`config.mk`:
```
export PLATFORM = sky130hd
export DESIGN_NAME = echo_rr_scheduler_flat
export DESIGN_NICKNAME = d
export VERILOG_FILES = /design/src/rtl/echo_sched_pkg.sv /design/src/rtl/echo_rr_scheduler_if.sv /design/src/rtl/echo_tag_fifo.sv /design/src/rtl/echo_rr_scheduler.sv /design/src/flat_wrapper.sv
export SDC_FILE = /design/constraint.sdc
export NUM_CORES = 1
export LEC_CHECK = 0
export ABC_AREA = 1
export BUFFER_PORTS_ARGS = -buffer_cell sky130_fd_sc_hd__buf_2
export CORE_ASPECT_RATIO = 0.5
export CORE_MARGIN = 1
export CORE_UTILIZATION = 30
export CTS_BUF_LIST = sky130_fd_sc_hd__clkbuf_4 sky130_fd_sc_hd__clkbuf_8
export CTS_CLUSTER_DIAMETER = 30
export DETAILED_ROUTE_END_ITERATION = 8
export PLACE_DENSITY = 0.72
export SLEW_MARGIN = 20
export SYNTH_ARGS = -nofsm -noshare
export SYNTH_HDL_FRONTEND = slang
export SYNTH_SLANG_ARGS = --single-unit
```
`constraint.sdc`:
```
create_clock -name CLK -period 3.1 [get_ports CLK]
set_input_delay 0.155 -clock CLK [delete_from_list [all_inputs] [get_ports CLK]]
set_output_delay 0.155 -clock CLK [all_outputs]
set_load 0.005 [all_outputs]
```
`src/rtl/echo_sched_pkg.sv`:
```
// rtl/echo_sched_pkg.sv - shared types and round-robin pick helper for the echo scheduler
package echo_sched_pkg;

  localparam int NREQ_DEF    = 4;
  localparam int DATA_W_DEF  = 32;
  localparam int TAG_DEP_DEF = 4;
  localparam int NREQ_MAX    = 8;

  typedef logic [$clog2(NREQ_MAX)-1:0] tag_max_t;

  typedef struct packed {
    logic     found;
    tag_max_t idx;
  } rr_pick_t;

  // Walks downward so the candidate closest to ptr is the one left standing.
  function automatic rr_pick_t rr_pick(input logic [NREQ_MAX-1:0] want,
                                       input tag_max_t ptr, input int n);
    rr_pick_t r;
    int       idx;
    r = '0;
    for (int k = NREQ_MAX - 1; k >= 0; k--) begin
      if (k < n) begin
        idx = (int'(ptr) + k) % n;
        if (want[idx[2:0]]) begin
          r.found = 1'b1;
          r.idx   = tag_max_t'(idx);
        end
      end
    end
    return r;
  endfunction

endpackage

```
`src/rtl/echo_rr_scheduler_if.sv`:
```
// rtl/echo_rr_scheduler_if.sv - requester, Echo and response signals of the echo scheduler
interface echo_rr_scheduler_if #(
  parameter int NREQ    = 4,
  parameter int DATA_W  = 32,
  parameter int TAG_DEP = 4
);
  logic [NREQ-1:0]          req_want;
  logic [NREQ-1:0]          req__RDY;
  logic [NREQ-1:0]          req__ENA;
  logic [NREQ*DATA_W-1:0]   req_v;
  logic                     echoReq__RDY;
  logic                     echoReq__ENA;
  logic [DATA_W-1:0]        echoReq_v;
  logic                     rule_respond__RDY;
  logic                     rule_respond__ENA;
  logic                     ind_echo__ENA;
  logic [DATA_W-1:0]        ind_echo_v;
  logic [NREQ-1:0]          rsp__RDY;
  logic [NREQ-1:0]          rsp__ENA;
  logic [DATA_W-1:0]        rsp_v;
  logic [$clog2(TAG_DEP):0] outstanding;
  logic                     err_orphan;

  modport slave (
    input  req_want, req__ENA, req_v, echoReq__RDY, rule_respond__RDY,
           ind_echo__ENA, ind_echo_v, rsp__RDY,
    output req__RDY, echoReq__ENA, echoReq_v, rule_respond__ENA,
           rsp__ENA, rsp_v, outstanding, err_orphan
  );

  modport master (
    output req_want, req__ENA, req_v, echoReq__RDY, rule_respond__RDY,
           ind_echo__ENA, ind_echo_v, rsp__RDY,
    input  req__RDY, echoReq__ENA, echoReq_v, rule_respond__ENA,
           rsp__ENA, rsp_v, outstanding, err_orphan
  );
endinterface

```
`src/rtl/echo_tag_fifo.sv`:
```
// rtl/echo_tag_fifo.sv - synchronous FIFO of requester tags awaiting an Echo indication
module echo_tag_fifo #(
  parameter int DEPTH = 4,
  parameter int WIDTH = 2
) (
  input  logic                     CLK,
  input  logic                     RST,
  input  logic                     push,
  input  logic                     pop,
  input  logic [WIDTH-1:0]         din,
  output logic [WIDTH-1:0]         head,
  output logic                     full,
  output logic                     empty,
  output logic [$clog2(DEPTH):0]   count
);
  localparam int AW = $clog2(DEPTH);

  logic [AW:0]      wr_ptr;
  logic [AW:0]      rd_ptr;
  logic [WIDTH-1:0] mem [DEPTH];

  always_ff @(posedge CLK or posedge RST) begin
    if (RST) begin
      wr_ptr <= '0;
      rd_ptr <= '0;
    end else begin
      if (push) wr_ptr <= wr_ptr + 1'b1;
      if (pop)  rd_ptr <= rd_ptr + 1'b1;
    end
  end

  always_ff @(posedge CLK) begin
    if (push) mem[wr_ptr[AW-1:0]] <= din;
  end

  // The extra pointer bit separates full from empty when the indices coincide.
  assign count = wr_ptr - rd_ptr;
  assign empty = (count == '0);
  assign full  = (count == (AW+1)'(DEPTH));
  assign head  = mem[rd_ptr[AW-1:0]];
endmodule

```
`src/rtl/echo_rr_scheduler.sv`:
```
// rtl/echo_rr_scheduler.sv - round-robin sharing of one Echo datapath among NREQ requesters
module echo_rr_scheduler
  import echo_sched_pkg::*;
#(
  parameter int NREQ    = NREQ_DEF,
  parameter int DATA_W  = DATA_W_DEF,
  parameter int TAG_DEP = TAG_DEP_DEF
) (
  input logic                CLK,
  input logic                RST,
  echo_rr_scheduler_if.slave bus
);
  localparam int TAG_W = $clog2(NREQ);

  logic [NREQ_MAX-1:0] want_ext;
  rr_pick_t            pick;
  logic [TAG_W-1:0]    rr_ptr;
  logic [TAG_W-1:0]    winner;
  logic [TAG_W-1:0]    tag_head;
  logic                tag_full;
  logic                tag_empty;
  logic                grant_ok;
  logic                accept;
  logic                rsp_fire;
  logic                err_orphan_q;
  logic [$clog2(TAG_DEP):0] tag_count;

  always_comb begin
    want_ext            = '0;
    want_ext[NREQ-1:0]  = bus.req_want;
    pick                = rr_pick(want_ext, tag_max_t'(rr_ptr), NREQ);
  end

  assign winner = pick.idx[TAG_W-1:0];

  // Grant never looks at req__ENA, so requesters can safely decide on RDY.
  assign grant_ok = !RST && pick.found && bus.echoReq__RDY && !tag_full;
  assign accept   = grant_ok && bus.req__ENA[winner];

  always_comb begin
    bus.req__RDY = '0;
    if (grant_ok) bus.req__RDY[winner] = 1'b1;
  end

  assign bus.echoReq__ENA = accept;
  assign bus.echoReq_v    = accept ? bus.req_v[winner*DATA_W +: DATA_W] : '0;

  always_ff @(posedge CLK or posedge RST) begin
    if (RST) begin
      rr_ptr <= '0;
    end else if (accept) begin
      rr_ptr <= (winner == TAG_W'(NREQ - 1)) ? '0 : winner + 1'b1;
    end
  end

  echo_tag_fifo #(.DEPTH(TAG_DEP), .WIDTH(TAG_W)) u_tag_fifo (
    .CLK   (CLK),
    .RST   (RST),
    .push  (accept),
    .pop   (rsp_fire),
    .din   (winner),
    .head  (tag_head),
    .full  (tag_full),
    .empty (tag_empty),
    .count (tag_count)
  );

  // Responses leave strictly in issue order; a stalled head blocks the rest.
  assign bus.rule_respond__ENA = !RST && bus.rule_respond__RDY && !tag_empty
                                 && bus.rsp__RDY[tag_head];
  assign rsp_fire = !RST && bus.ind_echo__ENA && !tag_empty;

  always_comb begin
    bus.rsp__ENA = '0;
    if (rsp_fire) bus.rsp__ENA[tag_head] = 1'b1;
  end

  assign bus.rsp_v = rsp_fire ? bus.ind_echo_v : '0;

  always_ff @(posedge CLK or posedge RST) begin
    if (RST) begin
      err_orphan_q <= 1'b0;
    end else if (bus.ind_echo__ENA && tag_empty) begin
      err_orphan_q <= 1'b1;
    end
  end

  assign bus.err_orphan  = err_orphan_q;
  assign bus.outstanding = tag_count;

  always @(posedge CLK) begin
    if (!RST) assert ((bus.req__ENA & ~bus.req__RDY) == '0);
  end
endmodule

```
`src/flat_wrapper.sv`:
```
// flat-port wrapper written by rule: the top's interface ports become plain ports
module echo_rr_scheduler_flat import echo_sched_pkg::*;
#(
  parameter int NREQ    = NREQ_DEF,
  parameter int DATA_W  = DATA_W_DEF,
  parameter int TAG_DEP = TAG_DEP_DEF
)
  (CLK, RST, bus_req_want, bus_req__ENA, bus_req_v, bus_echoReq__RDY, bus_rule_respond__RDY, bus_ind_echo__ENA, bus_ind_echo_v, bus_rsp__RDY, bus_req__RDY, bus_echoReq__ENA, bus_echoReq_v, bus_rule_respond__ENA, bus_rsp__ENA, bus_rsp_v, bus_outstanding, bus_err_orphan);
  echo_rr_scheduler_if #(.NREQ(NREQ), .DATA_W(DATA_W), .TAG_DEP(TAG_DEP)) bus_i ();
  input logic CLK;
  input logic RST;
  input wire logic [$bits(bus_i.req_want)-1:0] bus_req_want;
  input wire logic [$bits(bus_i.req__ENA)-1:0] bus_req__ENA;
  input wire logic [$bits(bus_i.req_v)-1:0] bus_req_v;
  input wire logic [$bits(bus_i.echoReq__RDY)-1:0] bus_echoReq__RDY;
  input wire logic [$bits(bus_i.rule_respond__RDY)-1:0] bus_rule_respond__RDY;
  input wire logic [$bits(bus_i.ind_echo__ENA)-1:0] bus_ind_echo__ENA;
  input wire logic [$bits(bus_i.ind_echo_v)-1:0] bus_ind_echo_v;
  input wire logic [$bits(bus_i.rsp__RDY)-1:0] bus_rsp__RDY;
  output wire logic [$bits(bus_i.req__RDY)-1:0] bus_req__RDY;
  output wire logic [$bits(bus_i.echoReq__ENA)-1:0] bus_echoReq__ENA;
  output wire logic [$bits(bus_i.echoReq_v)-1:0] bus_echoReq_v;
  output wire logic [$bits(bus_i.rule_respond__ENA)-1:0] bus_rule_respond__ENA;
  output wire logic [$bits(bus_i.rsp__ENA)-1:0] bus_rsp__ENA;
  output wire logic [$bits(bus_i.rsp_v)-1:0] bus_rsp_v;
  output wire logic [$bits(bus_i.outstanding)-1:0] bus_outstanding;
  output wire logic [$bits(bus_i.err_orphan)-1:0] bus_err_orphan;
  assign bus_i.req_want = bus_req_want;
  assign bus_i.req__ENA = bus_req__ENA;
  assign bus_i.req_v = bus_req_v;
  assign bus_i.echoReq__RDY = bus_echoReq__RDY;
  assign bus_i.rule_respond__RDY = bus_rule_respond__RDY;
  assign bus_i.ind_echo__ENA = bus_ind_echo__ENA;
  assign bus_i.ind_echo_v = bus_ind_echo_v;
  assign bus_i.rsp__RDY = bus_rsp__RDY;
  assign bus_req__RDY = bus_i.req__RDY;
  assign bus_echoReq__ENA = bus_i.echoReq__ENA;
  assign bus_echoReq_v = bus_i.echoReq_v;
  assign bus_rule_respond__ENA = bus_i.rule_respond__ENA;
  assign bus_rsp__ENA = bus_i.rsp__ENA;
  assign bus_rsp_v = bus_i.rsp_v;
  assign bus_outstanding = bus_i.outstanding;
  assign bus_err_orphan = bus_i.err_orphan;
  echo_rr_scheduler #(.NREQ(NREQ), .DATA_W(DATA_W), .TAG_DEP(TAG_DEP)) u_core (.CLK(CLK), .RST(RST), .bus(bus_i));
endmodule
```
-- After elaboration in Yosys (flattened, before gate mapping)
Memories as Yosys holds them, arrays and structs flattened.
Index checks and enable logic that the tools add are counted.
W data, S select, Z words.
- flip-flop bits (word level): 9
- RAM bits: 8
- input port bits: 177
- output and inout bits: 78
- word-level logic and storage cells: 72
- memories: 1
- add/subtract/negate cells: 7
- order comparisons: 8
- equality and inequality tests: 2
- shifts and indexed selects: 1
- multiplexer cells: 27
- bitwise gates (word level): 3
- reduce and logical (&&, ||, !) cells: 19
- memory list (name ; words ; bits a word ; rd ports ; clocked after Yosys merged registers in ; write ports ; line ; source):
    u_core.u_tag_fifo.mem ; 4 ; 2 ; 1 ; 0 ; 1 ; echo_tag_fifo.sv:20 ; logic [WIDTH-1:0] mem [DEPTH];
- operators by type and width (cell ; number):
    $shiftx A128 B8 Y32 ; 1
    $mux W32 ; 2
    $mux W4 ; 6
    $logic_and A1 B1 Y1 ; 12
    $lt A3 B4 Y1 const B ; 3
    $mux W1 ; 10
    $bmux W1 S3 ; 3
    $add A3 B1 Y3 const B ; 2
    $bmux W1 S2 ; 3
    $lt A2 B3 Y1 const B ; 2
    $reduce_or A2 Y1 ; 3
    $add A2 B1 Y2 const B ; 2
    $add A2 B2 Y2 const B ; 2
    $demux W1 S2 ; 2
    $ge A2 B1 Y1 const B ; 2
    $lt A2 B4 Y1 const B ; 1
    $and A1 B1 Y1 const A ; 3
    $eq A3 B3 Y1 const B ; 1
    $logic_not A1 Y1 ; 3
    $logic_not A3 Y1 ; 1
    $sub A3 B3 Y3 ; 1
    $eq A2 B2 Y1 const B ; 1
    $mux W2 ; 1

-- Longest topological paths before layout
- depth in word-level cells: 15
- mapped depth: 16
- gate-level depth less buffers: 14

-- Cells and area by module
From an unflattened synthesis, not the netlist that was laid out.
- cell total of the unflattened synthesis: 560
- area total of the unflattened synthesis: 3140.5 um^2
- by module, submodules not included (module ; instances ; cells each ; area an instance (um^2) ; seq. area each (um^2)):
    echo_rr_scheduler ; 1 ; 484 ; 2396.0 ; 75.1
    echo_tag_fifo ; 1 ; 76 ; 744.5 ; 390.4

-- Worst setup path after synthesis
Ideal clock, no wire load.
- path kind: reg2reg
- start point: reg u_core.u_tag_fifo.wr_ptr[0]
- end point: mem u_core.u_tag_fifo.mem[0][0] (enable)
- setup time: 0.309 ns
- arrival: 2.155 ns
- data required time: 2.791 ns
- path slack: 0.637 ns
- cell stages (with the launch flop): 12
- path buffers: 1
- period minus slack after synthesis: 2.463 ns
- cells stage by stage: dfrtp_1 > inv_1 > ha_1 > fa_1 > xnor2_1 > xnor2_1 > nand3_1 > nand3_1 > nor2_2 > nand3_4 > buf_6 > nor2_1
- longest elaborated chain between the ends: 7
- RTL lines (what ; line ; source):
    from (decl) ; echo_tag_fifo.sv:18 ; logic [AW:0] wr_ptr;
    from (signal assigned) ; echo_tag_fifo.sv:27 ; if (push) wr_ptr <= wr_ptr + 1'b1;
    $sub A3 B3 Y3 ; echo_tag_fifo.sv:37 ; assign count = wr_ptr - rd_ptr;
    named net bus_outstanding[2] ; flat_wrapper.sv:26 ; output wire logic [$bits(bus_i.outstanding)-1:0] bus_outstanding;
    $eq A3 B3 Y1 ; echo_tag_fifo.sv:39 ; assign full = (count == (AW+1)'(DEPTH));
    $logic_not A1 Y1 ; echo_rr_scheduler.sv:37 ; assign grant_ok = !RST && pick.found && bus.echoReq__RDY && !tag_full;
    $logic_and A1 B1 Y1 ; echo_rr_scheduler.sv:37 ;
    $logic_and A1 B1 Y1 ; echo_rr_scheduler.sv:38 ; assign accept = grant_ok && bus.req__ENA[winner];
    $mux W1 ; echo_tag_fifo.sv:33 ; if (push) mem[wr_ptr[AW-1:0]] <= din;
    $mux W1 (implied by the code) ; echo_tag_fifo.sv:33 ;
    to (decl) ; echo_tag_fifo.sv:20 ;
The timed path passes the listed nets, and every way through them passes these cells.

-- Worst setup path after layout
- start point: reg u_core.u_tag_fifo.wr_ptr[0]
- end point: out bus_echoReq_v[8]
- longest elaborated chain between the ends: 6
- RTL lines (what ; line ; source):
    $sub A3 B3 Y3 ; echo_tag_fifo.sv:37 ;
    $eq A3 B3 Y1 ; echo_tag_fifo.sv:39 ;
    $logic_not A1 Y1 ; echo_rr_scheduler.sv:37 ;
    $logic_and A1 B1 Y1 ; echo_rr_scheduler.sv:37 ;
    $logic_and A1 B1 Y1 ; echo_rr_scheduler.sv:38 ;
    $mux W32 ; echo_rr_scheduler.sv:46 ; assign bus.echoReq_v = accept ? bus.req_v[winner*DATA_W +: DATA_W] : '0;
    to (decl) ; flat_wrapper.sv:22 ; output wire logic [$bits(bus_i.echoReq_v)-1:0] bus_echoReq_v;
No other way between the ends.

==> out/metrics.csv <==
stage,metric,value,unit
layout,insertedDiodeCount,0,
power_and_ir_drop,switching_share,57.9,%
min_path,holdPathStages,3,
detailed_routing,first_pass_iters,4,
detailed_routing,vias,3810,
placement,post-place-ws,0.370,ns
placement,routabilityCongestion,0.804,
floorplanning,rows,25,
global_routing,grt_max_degree,73,
setup_path,setup.worst_path.end_class,output pin,
yosys,dominantRegCellSynth,dfrtp_1,
run,cap_viol_max_count,0,
setup_path,r2r-start,u_core.u_tag_fifo.wr_ptr[0],
placement,place_inst,848,
timing,fin_crit,2.88,ns
layout,drive_gt1_share,44.2,%
floorplanning,die_area,0.0104,mm2
floorplanning,ioPinCount,255,
global_routing,grt_pass1_wl,14.6,mm
floorplanning,initial_core_util,31.3,%
yosys,synth.distinct_cells,32,
detailed_routing,drt_iter0_drc,93,
yosys,synthArstFlopShare,52.9,%
power_and_ir_drop,total_power,4.14,mW
floorplanning,die_h,72.5,um
detailed_routing,viasPerCell,4.44,
clock_tree,htreeDepth,1,
timing,tightest_slew,0.536,ns
floorplanning,die_w,143,um
setup_path,crit_family,simple AND/OR/NAND/NOR gates,
setup_path,reg2reg_slack,0.60,ns
detailed_routing,drc_errors,0,
floorplanning,coreArea,0.00954,mm2
setup_path,cp_cell_sequence,"inv_1, ha_1, fa_1, xnor2_1, xnor2_1, nand3_1, nand3_1, nor2_4, nand3_4, buf_12, a21oi_2, buf_2",
yosys,syn_avg_cell_area,6.19,um2
yosys,synth_most_common_cell,inv_1,
yosys,ys_warn_count,0,
timing,setup_tns,0,ns
global_routing,grt_overflow,0,
detailed_routing,routed_wl,9.63,mm
layout,nNetsFinal,913,
yosys,ys_seq_area_share,15.6,%
setup_path,crit_type,flip-flop to output pin,
clock_tree,cts_tree,built,
global_routing,gr-usage-all-layers,17.1,%
layout,seq_area,465,um2
power_and_ir_drop,seqPwrFrac,10.0,%
timing,worst_clock_skew,0.00327,ns
yosys,synth_common_cells,"124 x inv_1, 107 x nand2_1, 64 x o211ai_1",
timing,finalSetupViolCount,0,
placement,post-dp-hpwl,7.79,mm
clock_tree,cts_buffers,3,
power_and_ir_drop,p_sw,2.40,mW
timing,max-slew-margin-rel,64.3,%
min_path,hold_end,u_core.bus.err_orphan,
power_and_ir_drop,p_leak,2.70,nW
clock_tree,cts_num_sinks,17,
setup_path,cp_slowest_stage_delay,0.37,ns
setup_path,cp_max_fo,35,
timing,rsz0062_at_grt,false,
layout,area_growth,47.8,%
power_and_ir_drop,p_int,1.74,mW
yosys,synth.ff_latch_count,17,
outcome,outcome,"finished, final reports clean",
timing,post-route-worst-setup-slack,0.218,ns
global_routing,grt_pass1_vias,3327,
setup_path,required,2.94,ns
yosys,synth_edf_count,8,
power_and_ir_drop,p_per_area,940,mW/mm2
power_and_ir_drop,irDropWorstVdd,0.000524,V
yosys,syn_nets,670,
yosys,yosys.area.top_type,o211ai_1,
setup_path,r2r_end,u_core.u_tag_fifo.mem[0][0],
min_path,hold_class,input port to flip-flop,
clock_tree,clock-root-buffer,clkbuf_8,
global_routing,antenna_found_initial,0,
yosys,netlist_area,0.00298,mm2
yosys,synth_top_area_share,16.1,%
clock_tree,clk_latency,0.25,ns
power_and_ir_drop,power.share.clock,4.2,%
yosys,ys_top_cells_by_area,"o211ai_1 16%, inv_1 16%, nand2_1 13%",
setup_path,cp_slowest_cell,dfrtp_1,
layout,fin_area,0.00441,mm2
setup_path,startpoint_type,flip-flop,
setup_path,cp.arrival,2.73,ns
placement,portBuffers,254,
layout,layout.cells.non_filler,859,
detailed_routing,avgRoutedWirePerCell,11.2,um
setup_path,reg2reg_depth,10,
timing,slew_viol_final,0,
layout,final.fill_count,1026,
clock_tree,cts.path.max_buffers,2,
timing,fmax,0.347,GHz
power_and_ir_drop,pwr-share-comb,85.8,%
clock_tree,clkTransAtPathRegs,0.06,ns
layout,multiInputGateArea,0.00184,mm2
setup_path,crit_buf_inv,3,
timing,fin_crit_sh,93.0,%
min_path,hp-start,bus_ind_echo__ENA,
yosys,syn_inst,482,
detailed_routing,final_antenna_net_count,0,
placement,dpl_cell_area,0.00430,mm2
timing,hold_violations,0,
cell type report:
| class | count | area share (%) |
|---|---|---|
| Multi-Input combinational cell | 308 | 41.8 |
| Sequential cell | 17 | 10.6 |
| Inverter | 128 | 11.0 |
| Timing Repair Buffer | 267 | 31.7 |
| Tap cell | 135 | 3.83 |
| Clock buffer | 4 | 1.11 |
registers in the layout, indices dropped and copies added, names as in the netlist:
name	flops
u_core.u_tag_fifo.mem	8
u_core.rr_ptr	2
u_core.u_tag_fifo.wr_ptr	3
u_core.u_tag_fifo.rd_ptr	3
u_core.bus.err_orphan	1
per-stage QoR:
step	hold WS (ns)	utilization, %
floorplan	0.0162	-
global placement	0.199	45.0
detailed placement	0.202	45.0
CTS	0.168	45.7
global route	0.191	46.2
finish	0.170	46.2
power by group through the flow:
stage	combinational, mW	sequential [mW]	clock, mW
finish	3.55	0.415	0.173
global route	3.98	0.425	0.187
CTS	3.51	0.418	0.175
detailed placement	3.49	0.423	0
global placement	3.44	0.416	0
floorplan	2.77	0.391	0
repair_timing:
action,4_1_cts,5_1_grt
setup endpoints to repair,0,34
setup buffers,0,6
hold buffers,1,0
endpoints found under the hold margin,9,0
resized for setup,0,1
cells in the final DEF (no fill, tap or decap), types with 3 or more instances in the layout:
master    instances
nand3_4           3
edfxtp_1          8
nor3_1            5
o211ai_1         64
clkbuf_8          3
xnor2_1           3
inv_2             3
a21oi_2          32
nor2_1           42
nand2_2           7
nand4_1           6
buf_4            10
nand3_1          15
dfrtp_1           9
ha_1             10
buf_2           254
inv_1           124
nand2_1         107
how the worst max path moves through the flow:
stage | start | to | slack, ns | cells past startpoint
final | u_core.u_tag_fifo.wr_ptr[0] | bus_echoReq_v[8] | 0.22 | 12
after global routing | u_core.u_tag_fifo.wr_ptr[0] | bus_echoReq_v[21] | 0.04 | 12
after CTS | u_core.u_tag_fifo.wr_ptr[0] | bus_echoReq_v[8] | 0.08 | 12
after detailed placement | u_core.u_tag_fifo.wr_ptr[0] | bus_echoReq_v[8] | 0.37 | 12
after global placement | u_core.u_tag_fifo.wr_ptr[0] | bus_echoReq_v[9] | 0.52 | 12
after floorplan | u_core.u_tag_fifo.wr_ptr[0] | u_core.u_tag_fifo.mem[0][0] | 0.64 | 11
cell families (layout without fill, tap and decap cells):
| kind of cell | Yosys count | count (layout) | synth area share [%] |
|---|---|---|---|
| adders and majority gates | 11 | 11 | 4.87 |
| AOI/OAI and AO/OA | 104 | 104 | 27.9 |
| buffers and inverters | 157 | 399 | 22.7 |
| xor gates and xnor gates | 5 | 5 | 1.47 |
| DFF | 17 | 17 | 15.6 |
| and+or+nand+nor | 188 | 188 | 27.4 |
worst min-delay path, stage by stage:
cell	delay, ns
buf_2	0.12
inv_1	0.05
o21bai_1	0.06
routing by layer:
| layer | up-vias | global-route usage [%] | share of wire [%] |
|---|---|---|---|
| met5 | - | 0 | 0 |
| met4 | 0 | 3.82 | 1.0 |
| met3 | 9 | 1.72 | 5.8 |
| met2 | 133 | 32.7 | 50 |
| met1 | 1658 | 20.7 | 43 |
| li1 | 2010 | - | - |
Power figures use the tool's default switching activity.
